### src/rtl/debug_pkg.sv
// Shared defaults and sizing helpers for the debug_capture slice.
package debug_pkg;
  localparam int DEF_WIDTH    = 8;
  localparam int DEF_DEPTH    = 16;
  localparam int DEF_TS_WIDTH = 16;

  // Pointer width for a power-of-two FIFO; never below one bit.
  function automatic int ptr_w(input int depth);
    return (depth <= 2) ? 1 : $clog2(depth);
  endfunction
endpackage

### src/rtl/debug_fifo.sv
// First-word fall-through FIFO; head is a combinational read of the RAM.
module debug_fifo
  import debug_pkg::*;
#(
  parameter int DW    = DEF_WIDTH + DEF_TS_WIDTH,
  parameter int DEPTH = DEF_DEPTH,
  localparam int PW   = ptr_w(DEPTH)
) (
  input  logic          clk,
  input  logic          reset,
  input  logic          push,
  input  logic          pop,
  input  logic [DW-1:0] wdata,
  output logic [DW-1:0] rdata,
  output logic          full,
  output logic          empty,
  output logic [PW:0]   count
);
  logic [DEPTH-1:0][DW-1:0] mem_q;
  logic [PW-1:0]            wr_ptr_q, rd_ptr_q;
  logic [PW:0]              count_q, count_d;
  logic                     push_ok, pop_ok;

  assign empty   = (count_q == '0);
  assign full    = (count_q == (PW+1)'(DEPTH));
  assign pop_ok  = pop && !empty;
  // A full FIFO still takes a write when the head leaves on the same edge.
  assign push_ok = push && (!full || pop_ok);
  assign rdata   = mem_q[rd_ptr_q];
  assign count   = count_q;

  always_comb begin
    count_d = count_q;
    case ({push_ok, pop_ok})
      2'b10:   count_d = count_q + (PW+1)'(1);
      2'b01:   count_d = count_q - (PW+1)'(1);
      default: count_d = count_q;
    endcase
  end

  always_ff @(posedge clk or posedge reset) begin
    if (reset) begin
      wr_ptr_q <= '0;
      rd_ptr_q <= '0;
      count_q  <= '0;
    end else begin
      if (push_ok) wr_ptr_q <= wr_ptr_q + PW'(1);
      if (pop_ok)  rd_ptr_q <= rd_ptr_q + PW'(1);
      count_q <= count_d;
    end
  end

  always_ff @(posedge clk) begin
    if (push_ok) mem_q[wr_ptr_q] <= wdata;
  end
endmodule

### src/rtl/debug_capture.sv
// Edge-event logger: timestamps masked rise/fall events on w into a FWFT FIFO.
// Define DEBUG_DEBOUNCE_EN to route each w bit through a debounce instance.
module debug_capture
  import debug_pkg::*;
#(
  parameter int WIDTH    = DEF_WIDTH,
  parameter int DEPTH    = DEF_DEPTH,
  parameter int TS_WIDTH = DEF_TS_WIDTH,
  localparam int PW      = ptr_w(DEPTH)
) (
  input  logic                clk,
  input  logic                reset,
  input  logic                enabled,
  input  logic [WIDTH-1:0]    w,
  input  logic [WIDTH-1:0]    rise_mask,
  input  logic [WIDTH-1:0]    fall_mask,
  output logic                out_valid,
  input  logic                out_ready,
  output logic [WIDTH-1:0]    out_data,
  output logic [TS_WIDTH-1:0] out_ts,
  output logic [PW:0]         count,
  output logic                overflow,
  input  logic                clear_overflow
);
  logic [WIDTH-1:0]          w_in, prev_q, hit;
  logic [TS_WIDTH-1:0]       ts_q;
  logic                      ovf_q, ovf_d;
  logic                      evt, pop, drop, full, empty;
  logic [WIDTH+TS_WIDTH-1:0] head;

`ifdef DEBUG_DEBOUNCE_EN
  for (genvar i = 0; i < WIDTH; i++) begin : g_db
    debounce u_db (.clk(clk), .reset(reset), .sw(w[i]), .db(w_in[i]));
  end
`else
  assign w_in = w;
`endif

  assign hit  = (~prev_q & w_in & rise_mask) | (prev_q & ~w_in & fall_mask);
  assign evt  = enabled && (|hit);
  assign pop  = out_valid && out_ready;
  assign drop = evt && full && !pop;

  always_comb begin
    ovf_d = ovf_q;
    if (drop)                ovf_d = 1'b1;
    else if (clear_overflow) ovf_d = 1'b0;
  end

  // enabled freezes edge detection only; ts and draining keep running.
  always_ff @(posedge clk or posedge reset) begin
    if (reset) begin
      prev_q <= '0;
      ts_q   <= '0;
      ovf_q  <= 1'b0;
    end else begin
      if (enabled) prev_q <= w_in;
      ts_q  <= ts_q + TS_WIDTH'(1);
      ovf_q <= ovf_d;
    end
  end

  debug_fifo #(.DW(WIDTH + TS_WIDTH), .DEPTH(DEPTH)) u_fifo (
    .clk   (clk),
    .reset (reset),
    .push  (evt),
    .pop   (pop),
    .wdata ({w_in, ts_q}),
    .rdata (head),
    .full  (full),
    .empty (empty),
    .count (count)
  );

  assign out_valid = !empty;
  assign out_data  = out_valid ? head[WIDTH+TS_WIDTH-1:TS_WIDTH] : '0;
  assign out_ts    = out_valid ? head[TS_WIDTH-1:0] : '0;
  assign overflow  = ovf_q;
endmodule
### config.mk
export PLATFORM = sky130hd
export DESIGN_NAME = debug_capture
export DESIGN_NICKNAME = d
export VERILOG_FILES = /design/src/rtl/debug_pkg.sv /design/src/rtl/debug_fifo.sv /design/src/rtl/debug_capture.sv
export SDC_FILE = /design/constraint.sdc
export NUM_CORES = 1
export LEC_CHECK = 0
export BUFFER_PORTS_ARGS = -buffer_cell sky130_fd_sc_hd__buf_4
export CAP_MARGIN = 10
export CORE_MARGIN = 4
export CORE_UTILIZATION = 35
export CTS_BUF_LIST = sky130_fd_sc_hd__clkbuf_8
export DETAILED_ROUTE_END_ITERATION = 7
export PLACE_DENSITY = 0.46
export SYNTH_ARGS = -nofsm -noshare
export SYNTH_HDL_FRONTEND = slang
export SYNTH_SLANG_ARGS = --single-unit
### constraint.sdc
create_clock -name clk -period 4.6 [get_ports clk]
set_clock_uncertainty 0.1 [all_clocks]
set_input_delay 0.23 -clock clk [delete_from_list [all_inputs] [get_ports clk]]
set_output_delay 0.23 -clock clk [all_outputs]
set_load 0.01 [all_outputs]
==> results.py <==
metrics = {
    "detailed_routing": {
        "viasPerCell": 5.10,
        "routed_wl_um": 38700,
        "dr.pass1.iters": 5,
        "routedWlPerCell_um": 25.1,
        "wl_met1_um": 17500,
        "dr.max_layer_used": "met4",
        "first_iter_violations": 560,
        "drc": 0,
        "vias": 7872,
        "ant_nets": 0,
        "routed-wl-met2_um": 18900,
        "wl_met3_um": 1260,
    },
    "logic_synthesis": {
        "synth_top_area_cell": "edfxtp_1",
        "yosys_warnings": 0,
        "synth_ff_type": "edfxtp_1",
        "synth-edff-count": 384,
        "syn_nets": 785,
        "async_flop_share_pct": 9.00,
        "synthTopCellsByArea": "edfxtp_1 (70%), mux4_2 (16%), dfrtp_1 (5.7%), nor2b_1 (1.0%), xnor2_1 (0.95%)",
        "netlist.area_leader.share_pct": 69.7,
        "synthCells": 746,
        "synth_area_sq_um": 16500,
        "syn_avg_cell_area_sq_um": 22.2,
        "ys_types": 37,
        "ys_seq_area_share_pct": 75.5,
        "synth_seq_cells": 422,
    },
    "worst_setup_path": {
        "criticalPathCategory": "flop to output pin",
        "rr_worst_depth": 7,
        "reg2reg_from": "prev_q[5]",
        "crit_path_start_kind": "flop",
        "cp-end-kind": "output pin",
        "cp_data_arrival_time_ps": 3300,
        "critPathRequiredTime_ps": 4270,
        "ff2ff_setup_slack_ps": 1300,
        "regToRegEndpoint": "u_fifo.mem_q[99]",
        "path_max_fanout": 24,
    },
    "timing": {
        "tightest_slew_ps": 1170,
        "maxSlewHeadroom_pct": 21.9,
        "rsz0062_at_grt": "no",
        "hold_viol_final": 0,
        "fmax_mhz": 275,
        "timing_max_transition_violations_final": 0,
        "setup_tns_ps": 0,
        "fin_crit_sh_pct": 78.9,
        "fin_crit_ps": 3630,
        "timing.final.ws_setup_ps": 970,
        "setup_viol": 0,
    },
    "hold_path": {
        "worstHoldStart": "fall_mask[6]",
        "hold_path_depth": 7,
        "hold_end": "u_fifo.count[3]",
        "min_path_type": "input pin to flop",
    },
    "placed_design": {
        "io_buffers": 59,
        "dp_cells": 1400,
        "pre_cts_slack_ps": 1260,
        "hpwl_um": 21800,
        "post_dp_cell_area_sq_um": 17800,
        "gp_congestion": 0.768,
    },
    "run": {
        "max_cap_viol_count": 0,
    },
    "clock_network": {
        "ctsResizeCount": 0,
        "root_buffer": "clkbuf_8",
        "clk_pin_slew_ps": 60,
        "postCtsSetupBuffers": 0,
        "cts_tree": "yes",
        "clk_path_buf_depth": 3,
        "htreeDepth": 3,
        "worstSkewPairLatency_ps": 610,
        "cts_buffers": 72,
        "cts.sinks": 422,
    },
    "floorplan": {
        "design.die.area_sq_um": 50800,
        "ios": 60,
        "placeableCoreArea_sq_um": 46700,
        "rows": 79,
        "die_width_um": 225,
        "die_h_um": 225,
        "initial_core_util_pct": 35.4,
    },
    "layout": {
        "drive_gt1_share_pct": 34.6,
        "fillCellCount": 4118,
        "design_area_sq_um": 19300,
        "syn_to_final_growth_pct": 16.7,
        "fin_nets": 919,
        "diodes": 0,
        "instances_no_fill": 1544,
    },
    "global_route": {
        "grt_pass1_vias": 8670,
        "grt_pass1_wl_um": 57300,
        "antenna_found_initial": 0,
        "track_usage_pct": 15.5,
        "grt.overflow.total": 0,
        "grt_max_degree": 64,
    },
    "pwr": {
        "power_density_nw_per_um2": 574,
        "total_leakage_power_nw": 6.38,
        "max-vdd-ir-drop_v": 0.000245,
    },
    "status": {
        "status": "finished clean",
    },
}
==> layer usage <==
layer	global-route usage, %	up-vias
met4	4.92	0
met3	3.11	74
li1	-	3368
met1	21.6	4263
met2	24.8	167
met5	0	-
==> cell families after synthesis <==
kind of cell	synth area share, %
compound gates	0.575
xor+xnor	1.32
fa+ha+maj	0.802
buf+inv	1.24
flops	75.5
mux	16.9
simple gates	3.64
==> sequential cells by signal, summed over array words and instances (netlist names) <==
name and flops:
u_fifo.wr_ptr_q 4, ts_q 16, u_fifo.mem_q 384, prev_q 8, overflow 1, u_fifo.rd_ptr_q 4
u_fifo.count 5
==> area by class of cell <==
cell class / instances / area (sq um) / area share [%]
inverters: 9 / 33.8 / 0.175
clock inverters: 50 / 226 / 1.17
flip-flops and latches: 422 / 12500 / 64.7
repair buffers: 94 / 776 / 4.02
clock buffers: 81 / 1110 / 5.77
well taps: 607 / 759 / 3.93
multi-input cells: 281 / 3910 / 20.2
==> worst max path at each step <==
stage | startpoint | endpoint | cells after the start
after floorplan | prev_q[6] | u_fifo.mem_q[0] | 7
after global placement | w[4] | u_fifo.mem_q[141] | 8
after detailed placement | w[5] | u_fifo.mem_q[117] | 8
after CTS | u_fifo.rd_ptr_q[0] | out_data[0] | 5
after global routing | u_fifo.rd_ptr_q[0] | out_data[0] | 5
final | u_fifo.rd_ptr_q[0] | out_data[0] | 5
==> power breakdown <==
part           internal [mW]  switching, mW
Sequential              4.53          0.394
Clock                   1.66           1.46
Combinational           1.61           1.43
==> Yosys cell counts, types with 2 or more instances <==
master and n:
edfxtp_1 384, mux4_2 120, dfrtp_1 38, nor2b_1 27, xnor2_1 18, nand2_1 16
nand3b_1 16, nor2_1 15, clkbuf_1 12, buf_2 11, ha_1 9, inv_1 9
mux2_2 8, nand3_1 8, nand4_1 8, buf_1 7, xor2_1 7, nor3_1 6
buf_6 4, nand2b_1 3, o21ai_0 3, o21ai_1 2
==> what timing repair did <==
item	4_1_cts	5_1_grt
hold endpoints to repair	177	0
hold buffers	13	0
endpoints found under the setup margin	0	0
==> critical path, stage by stage, from the launching register on <==
cell,delay (ps)
dfrtp_4,760
buf_4,510
mux4_2,620
mux4_2,470
nor2b_1,150
buf_4,170
==> cells in the final DEF (no fill, tap or decap), types with 2 or more instances in the layout <==
master and count:
buf_12 3, buf_4 78, clkbuf_8 81, clkinv_1 20
clkinv_2 4, clkinvlp_4 2, dfrtp_1 35, dfrtp_4 2
dlygate4sd3_1 13, edfxtp_1 384, ha_1 9, inv_1 31
mux2_2 8, mux4_2 120, nand2_1 16, nand2b_1 3
nand3_1 8, nand3b_1 16, nand4_1 8, nor2_1 3
nor2_2 12, nor2b_1 27, nor3_1 2, nor3_2 4
o21ai_0 3, o21ai_1 2, xnor2_1 18, xor2_1 7
==> through the flow <==
step           hold slack, ps  utilization [%]  total power, mW
2_1_floorplan             229                -             6.90
3_3_place_gp              332             38.2             8.12
3_5_place_dp              331             38.2             8.15
4_1_cts                   219             41.4             11.3
5_1_grt                   291             41.4             11.7
6_report                  278             41.4             11.1
(Power assumes the default switching activity.)
